**config.mk**
```make
export PLATFORM = sky130hd
export DESIGN_NAME = playlist_mcu
export DESIGN_NICKNAME = d
export VERILOG_FILES = /design/src/rtl/playlist_mcu.sv
export SDC_FILE = /design/constraint.sdc
export NUM_CORES = 1
export LEC_CHECK = 0
export ABC_AREA = 0
export BUFFER_PORTS_ARGS = -buffer_cell sky130_fd_sc_hd__buf_2
export CAP_MARGIN = 5
export CORE_AREA = 2 2 39 41
export CTS_CLUSTER_SIZE = 40
export DETAILED_ROUTE_END_ITERATION = 8
export DIE_AREA = 0 0 41 43
export PLACE_DENSITY = 0.36
export SLEW_MARGIN = 30
export SYNTH_ARGS = -nofsm -noshare
export SYNTH_HDL_FRONTEND = slang
export SYNTH_SLANG_ARGS = --single-unit
export TNS_END_PERCENT = 5
```
**constraint.sdc**
```tcl
create_clock -name clk -period 1 [get_ports clk]
set_input_delay 0.25 -clock clk [delete_from_list [all_inputs] [get_ports clk]]
set_output_delay 0.25 -clock clk [all_outputs]
set_load 0.005 [all_outputs]
```
**src/rtl/playlist_mcu.sv**
```systemverilog
// Playback control unit: turns one-cycle button pulses and the player's
// song_done into the current song index, a play/pause level and a one-cycle
// player-restart pulse. Playlist length and index width are parameters.
module playlist_mcu #(
  parameter int unsigned NUM_SONGS = 4,
  parameter int unsigned SONG_W    = 2
) (
  input  logic              clk,
  input  logic              reset,
  input  logic              play_button,
  input  logic              next_button,
  input  logic              prev_button,
  input  logic              song_done,
  input  logic [1:0]        loop_mode,
  output logic              play,
  output logic              reset_player,
  output logic [SONG_W-1:0] song
);

  typedef enum logic [0:0] {StPaused, StPlaying} state_e;

  localparam logic [1:0] ModeAdvPause   = 2'b00;
  localparam logic [1:0] ModeContinuous = 2'b01;
  localparam logic [1:0] ModeRepeatOne  = 2'b10;
  localparam logic [1:0] ModeRepeatAll  = 2'b11;

  localparam logic [SONG_W-1:0] Last = SONG_W'(NUM_SONGS - 1);
  localparam logic [SONG_W-1:0] One  = SONG_W'(1);

  state_e            state_q, state_d;
  logic [SONG_W-1:0] song_q, song_d;
  logic              reset_player_q, reset_player_d;
  logic [SONG_W-1:0] song_next, song_prev;

  // Wrap explicitly at the playlist end so non-power-of-two lengths never
  // produce an out-of-range index.
  always_comb begin
    song_next = (song_q == Last) ? '0 : song_q + One;
    song_prev = (song_q == '0) ? Last : song_q - One;
  end

  // Next-state: one event per cycle, song_done > next > prev > play.
  always_comb begin
    state_d        = state_q;
    song_d         = song_q;
    reset_player_d = 1'b0;
    if (song_done && (state_q == StPlaying)) begin
      reset_player_d = 1'b1;
      unique case (loop_mode)
        ModeAdvPause: begin
          song_d  = song_next;
          state_d = StPaused;
        end
        ModeContinuous: begin
          song_d  = song_next;
          state_d = (song_q == Last) ? StPaused : StPlaying;
        end
        ModeRepeatOne: begin
          song_d  = song_q;
          state_d = StPlaying;
        end
        ModeRepeatAll: begin
          song_d  = song_next;
          state_d = StPlaying;
        end
        default: ;
      endcase
    end else if (next_button) begin
      song_d         = song_next;
      state_d        = StPaused;
      reset_player_d = 1'b1;
    end else if (prev_button) begin
      song_d         = song_prev;
      state_d        = StPaused;
      reset_player_d = 1'b1;
    end else if (play_button) begin
      state_d = (state_q == StPlaying) ? StPaused : StPlaying;
    end
  end

  // State, song and restart-pulse registers; reset holds the player restarted.
  always_ff @(posedge clk) begin
    if (reset) begin
      state_q        <= StPaused;
      song_q         <= '0;
      reset_player_q <= 1'b1;
    end else begin
      state_q        <= state_d;
      song_q         <= song_d;
      reset_player_q <= reset_player_d;
    end
  end

  assign play         = (state_q == StPlaying);
  assign reset_player = reset_player_q;
  assign song         = song_q;

endmodule

```
Yosys cells after proc, flatten, opt, wreduce, memory -nomap -nowiden --
Cells that the tools add are included.
Word-level totals: output and inout port bits 4, bits in registers 4, word-level logic and storage cells 33
Cells by class: mux-type cells 14, equality and inequality tests 5, add/sub/neg operators 2, reductions and logical operators 9
Operator list (number):
- $mux 2 | 6
- $mux 1 | 7
- $eq 2x2->1 const B | 3
- $reduce_or 3->1 | 2
- $logic_not 2->1 | 2
- $reduce_bool 4->1 | 1
- $pmux 1 s3 | 1
- $reduce_bool 3->1 | 1
- $add 2x1->2 const B | 1
- $eq 2x1->1 const B | 1
- $ne 2x2->1 const B | 1
- $reduce_and 2->1 | 1
- $reduce_or 2->1 | 1
- $sub 2x1->2 const B | 1
- $logic_and 1x1->1 | 1

Depth between registers and ports, before layout --
word-level depth 5, depth in mapped cells 4, mapped depth without buffers 4

Worst setup path after synthesis --
No wires, ideal clock.
kind reg2reg, start point register song_q[0] (netlist: song[0]), end point register song_q[1] (netlist: song[1]), cell stages (with the launch flop) 4, setup slack -53 ps, buffers on the path 0, data required time 909 ps, data arrival time 962 ps, cell sequence dfxtp_1 -> ha_1 -> xnor2_1 -> a311oi_1
Between the ends: word-level cells in the longest chain between the ends 5, elaborated cells between the ends (all ways) 10
Ends and longest elaborated chain:
- start, declared | line 31 | logic [SONG_W-1:0] song_q, song_d;
- start signal, assigned | line 89 | song_q <= song_d;
- $sub 2x1->2 or $logic_not 2->1 (tied branches) | line 39 | song_prev = (song_q == '0) ? Last : song_q - One;
- $mux 2 | line 39
- $mux 2 | line 72 | end else if (prev_button) begin
- $mux 2 | line 68 | end else if (next_button) begin
- $mux 2 * | line 47 | if (song_done && (state_q == StPlaying)) begin
Mark *: on every way between the ends. The rest lies on a longest branch, timed or not. The select of a mux whose other input is x is not followed. A chain may end at the register's enable or synchronous reset.

Final worst setup path --
start point register state_q (netlist: play), end point register song_q[0] (netlist: song[0])
Between the ends: word-level cells in the longest chain between the ends 3, elaborated cells between the ends (all ways) 5
Ends and longest elaborated chain:
- start, declared | line 30 | state_e state_q, state_d;
- start signal, assigned | line 84 | state_q <= StPaused;
- start signal, assigned | line 88 | state_q <= state_d;
- $logic_and 1x1->1 * | line 47
- $ne 2x2->1 (no source line) or $reduce_bool 3->1 (tied branches)
- $reduce_and 2->1 (no source line)
Mark *: on every way between the ends. The rest lies on a longest branch, timed or not.

==> run_results.csv <==
group,metric,value,unit
sta,finalHoldViolations,0,
yosys,synth_commonest_cells,"dfxtp_1, a21oi_1, a31oi_1",
yosys,synth_warnings,0,
sta,finClkSkew,0.00332,ns
floorplan,fp.dieW,41,um
yosys,yosysTopAreaCellShare,38.1,%
cells_and_area,postLayoutCellArea,357,um^2
yosys,async_flop_share,0,%
routing,drt_iter0_markers,1,
sta,fmax,942,MHz
worst_setup_path,cp.arrival,1.23,ns
yosys,synth_top_flop_cell,"dfxtp_1",
routing,wl_per_cell,10.3,um
global_route,antenna_found_initial,0,
sta,min_period,1.06,ns
sta,rsz0062_at_grt,"yes",
routing,routed.top_layer,"met3",
worst_setup_path,worstSetupStartpointType,"flop",
sta,finalMaxSlewViolations,0,
worst_setup_path,required,1.17,ns
global_route,gr-total-overflow,0,
power,leakage,0.155,nW
yosys,syn_inst,22,
status,status,"finished, violations left",
worst_setup_path,cp_slowest_stage_delay,0.35,ns
place,detailed_place_hpwl,465,um
yosys,synth_area_leader_cell,"dfxtp_1",
worst_setup_path,worstPathCellList,"a211o_4 > a21bo_1 > a21oi_1",
yosys,muxShareOfSynthArea,0,%
sta,finalSetupTns,-0.247,ns
run,maxCapViolCount,0,
cts,cts.sinks,4,
cells_and_area,finalNonFillerCells,56,
routing,first_pass_iters,2,
worst_setup_path,path_max_fanout,7,
cells_and_area,diodes,0,
routing,vias,240,
global_route,grt_max_degree,8,
place,postPlaceCellArea,317,um^2
yosys,synth_compound_area_share,29.8,%
worst_setup_path,cp_slowest_cell,"dfxtp_4",
sta,setup_viol,6,
global_route,grt_pass1_vias,235,
yosys,synth_edf_count,0,
cts,clock-root-buffer,"clkbuf_4",
yosys,syn_avg_cell_area,9.55,um^2
power,power_density,1400,nW/um^2
yosys,yosysUniqueCellTypes,16,
sta,fin_ws,-0.0617,ns
cts,cts_buffers,3,
sta,worstMarginPinSlew,0.230,ns
cts,h-tree-depth,1,
yosys,synth.most_common_cell,"dfxtp_1",
routing,wl_met3,34,um
cts,post_cts_buffers,0,
floorplan,design.die.area,1760,um^2
floorplan,rows,14,
sta,relSlewSlack,84.5,%
routing,post-route-drc-count,0,
status,violations,"negative setup slack",
yosys,synth_seq_cells,4,
routing,wl_met1,257,um
global_route,grt_pass1_wl,959,um
yosys,syn-cell-area,210,um^2
place,place_congestion,0.737,
power,p_total,498,uW
sta,fin_crit_sh,106,%
floorplan,coreArea,1380,um^2
floorplan,initial_core_util,15.2,%
cells_and_area,nNetsFinal,51,
yosys,ys_seq_area_share,38.1,%
routing,routed-wl-met2,282,um
cts,cts_buffer_depth,2,
yosys,yosys.area_share.simple,22.0,%
yosys,synth.area.top_cells,"dfxtp_1, a21oi_1, a31oi_1, ha_1, a21bo_1",
routing,vias_per_cell,4.29,
yosys,synth_top_family_by_area,"compound AO/OA/AOI/OAI gates",
yosys,yosys.area_share.xor_xnor,4.17,%
routing,wl,574,um
yosys,yosys.area_share.adder,5.95,%
worst_setup_path,worstSetupPathType,"reg -> reg",
floorplan,io_pins,12,
sta,holdWs,0.214,ns
cells_and_area,area_growth,69.6,%
cells_and_area,final_layout_size_suffix_gt1_share,55.0,%
floorplan,fp.dieH,43,um
place,io_buffers,11,
routing,drtAntennaViolNets,0,
global_route,grt.total_usage,8.33,%
cts,clock_latency,0.23,ns
cts,cts.clk_slew.worst_paths,0.04,ns
power,vdd_drop_max,303,uV
hold_path,worstHoldPathType,"in -> reg",
place,place_inst,53,
worst_setup_path,end_kind,"flop",
yosys,synth_nets,31,
cts,hold_buffers,0,
cts,cts_tree,"yes",
[per-stage QoR]
stage | setup slack (ns) | util (%)
2_1_floorplan | -0.0328 | -
3_3_place_gp | -0.0980 | 22.9
3_5_place_dp | -0.0995 | 22.9
4_1_cts | -0.0601 | 24.9
5_1_grt | -0.0848 | 25.8
6_report | -0.0617 | 25.8
[per-layer routing]
layer | GRT usage (%) | up-vias
li1 | - | 127
met1 | 10.3 | 107
met2 | 10.9 | 6
met3 | 2.09 | 0
met4 | 8.00 | 0
met5 | 0 | -
[power by group]
group | switching, mW | total, mW | internal, mW
Combinational | 0.0475 | 0.115 | 0.0675
Sequential | 0.00880 | 0.181 | 0.173
Clock | 0.0670 | 0.201 | 0.134
[repair_timing]
action,4_1_cts,5_1_grt
endpoints found under the setup margin,6,6
pin swaps,2,1
endpoints found under the hold margin,0,0
resized for setup,2,2
gates cloned,0,0
[flip-flops by register name (all words and copies together), names as in the netlist]
register and cells:
reset_player 1, song 2, play 1
[cell families (layout without fill, tap and decap cells)]
| group | Yosys count | after routing |
|---|---|---|
| xor gates and xnor gates | 1 | 1 |
| adders and majority gates | 1 | 1 |
| AOI/OAI and AO/OA | 9 | 9 |
| DFF | 4 | 4 |
| buffers and inverters | 0 | 18 |
| and+or+nand+nor | 7 | 7 |
[worst max-delay path, delay by kind of cell, from the launching register on]
kind	cells	cell delay [ns]
AOI/OAI and AO/OA	3	0.64
DFF	1	0.35
[cell usage in the layout (no fill, tap or decap), drive strengths merged]
| cell | netlist | layout |
|---|---|---|
| a211o | 1 | 1 |
| ha | 1 | 1 |
| or2 | 1 | 1 |
| a311oi | 1 | 1 |
| clkbuf | 0 | 3 |
| nor2b | 1 | 1 |
| nand2 | 1 | 1 |
| nand4b | 1 | 1 |
| a31oi | 2 | 2 |
| buf | 0 | 15 |
| nor4 | 1 | 1 |
| a21oi | 3 | 3 |
| dfxtp | 4 | 4 |
| or4b | 1 | 1 |
| a21bo | 1 | 1 |
| o211ai | 1 | 1 |
| xnor2 | 1 | 1 |
| nand3 | 1 | 1 |
[path summary, 6_finish.rpt]
kind	from	endpoint	slack, ns	cells past startpoint
setup / recovery	play$_SDFFE_PP0P_	song[0]$_SDFFE_PP0P_	-0.06	3
hold / removal	reset	play$_SDFFE_PP0P_	0.21	2
setup reg to reg	play$_SDFFE_PP0P_	song[0]$_SDFFE_PP0P_	-0.06	3
hold reg to reg	play$_SDFFE_PP0P_	play$_SDFFE_PP0P_	0.52	2
[final cells by class]
cell class                 instances  area [um^2]
fill                             165         1030
sequential                         4         83.8
clock buffer                       3         22.5
tap                               16         20.0
timing repair buffer              15         85.1
multi-input combinational         18          145
No activity file was read; power rests on OpenSTA's default activity.
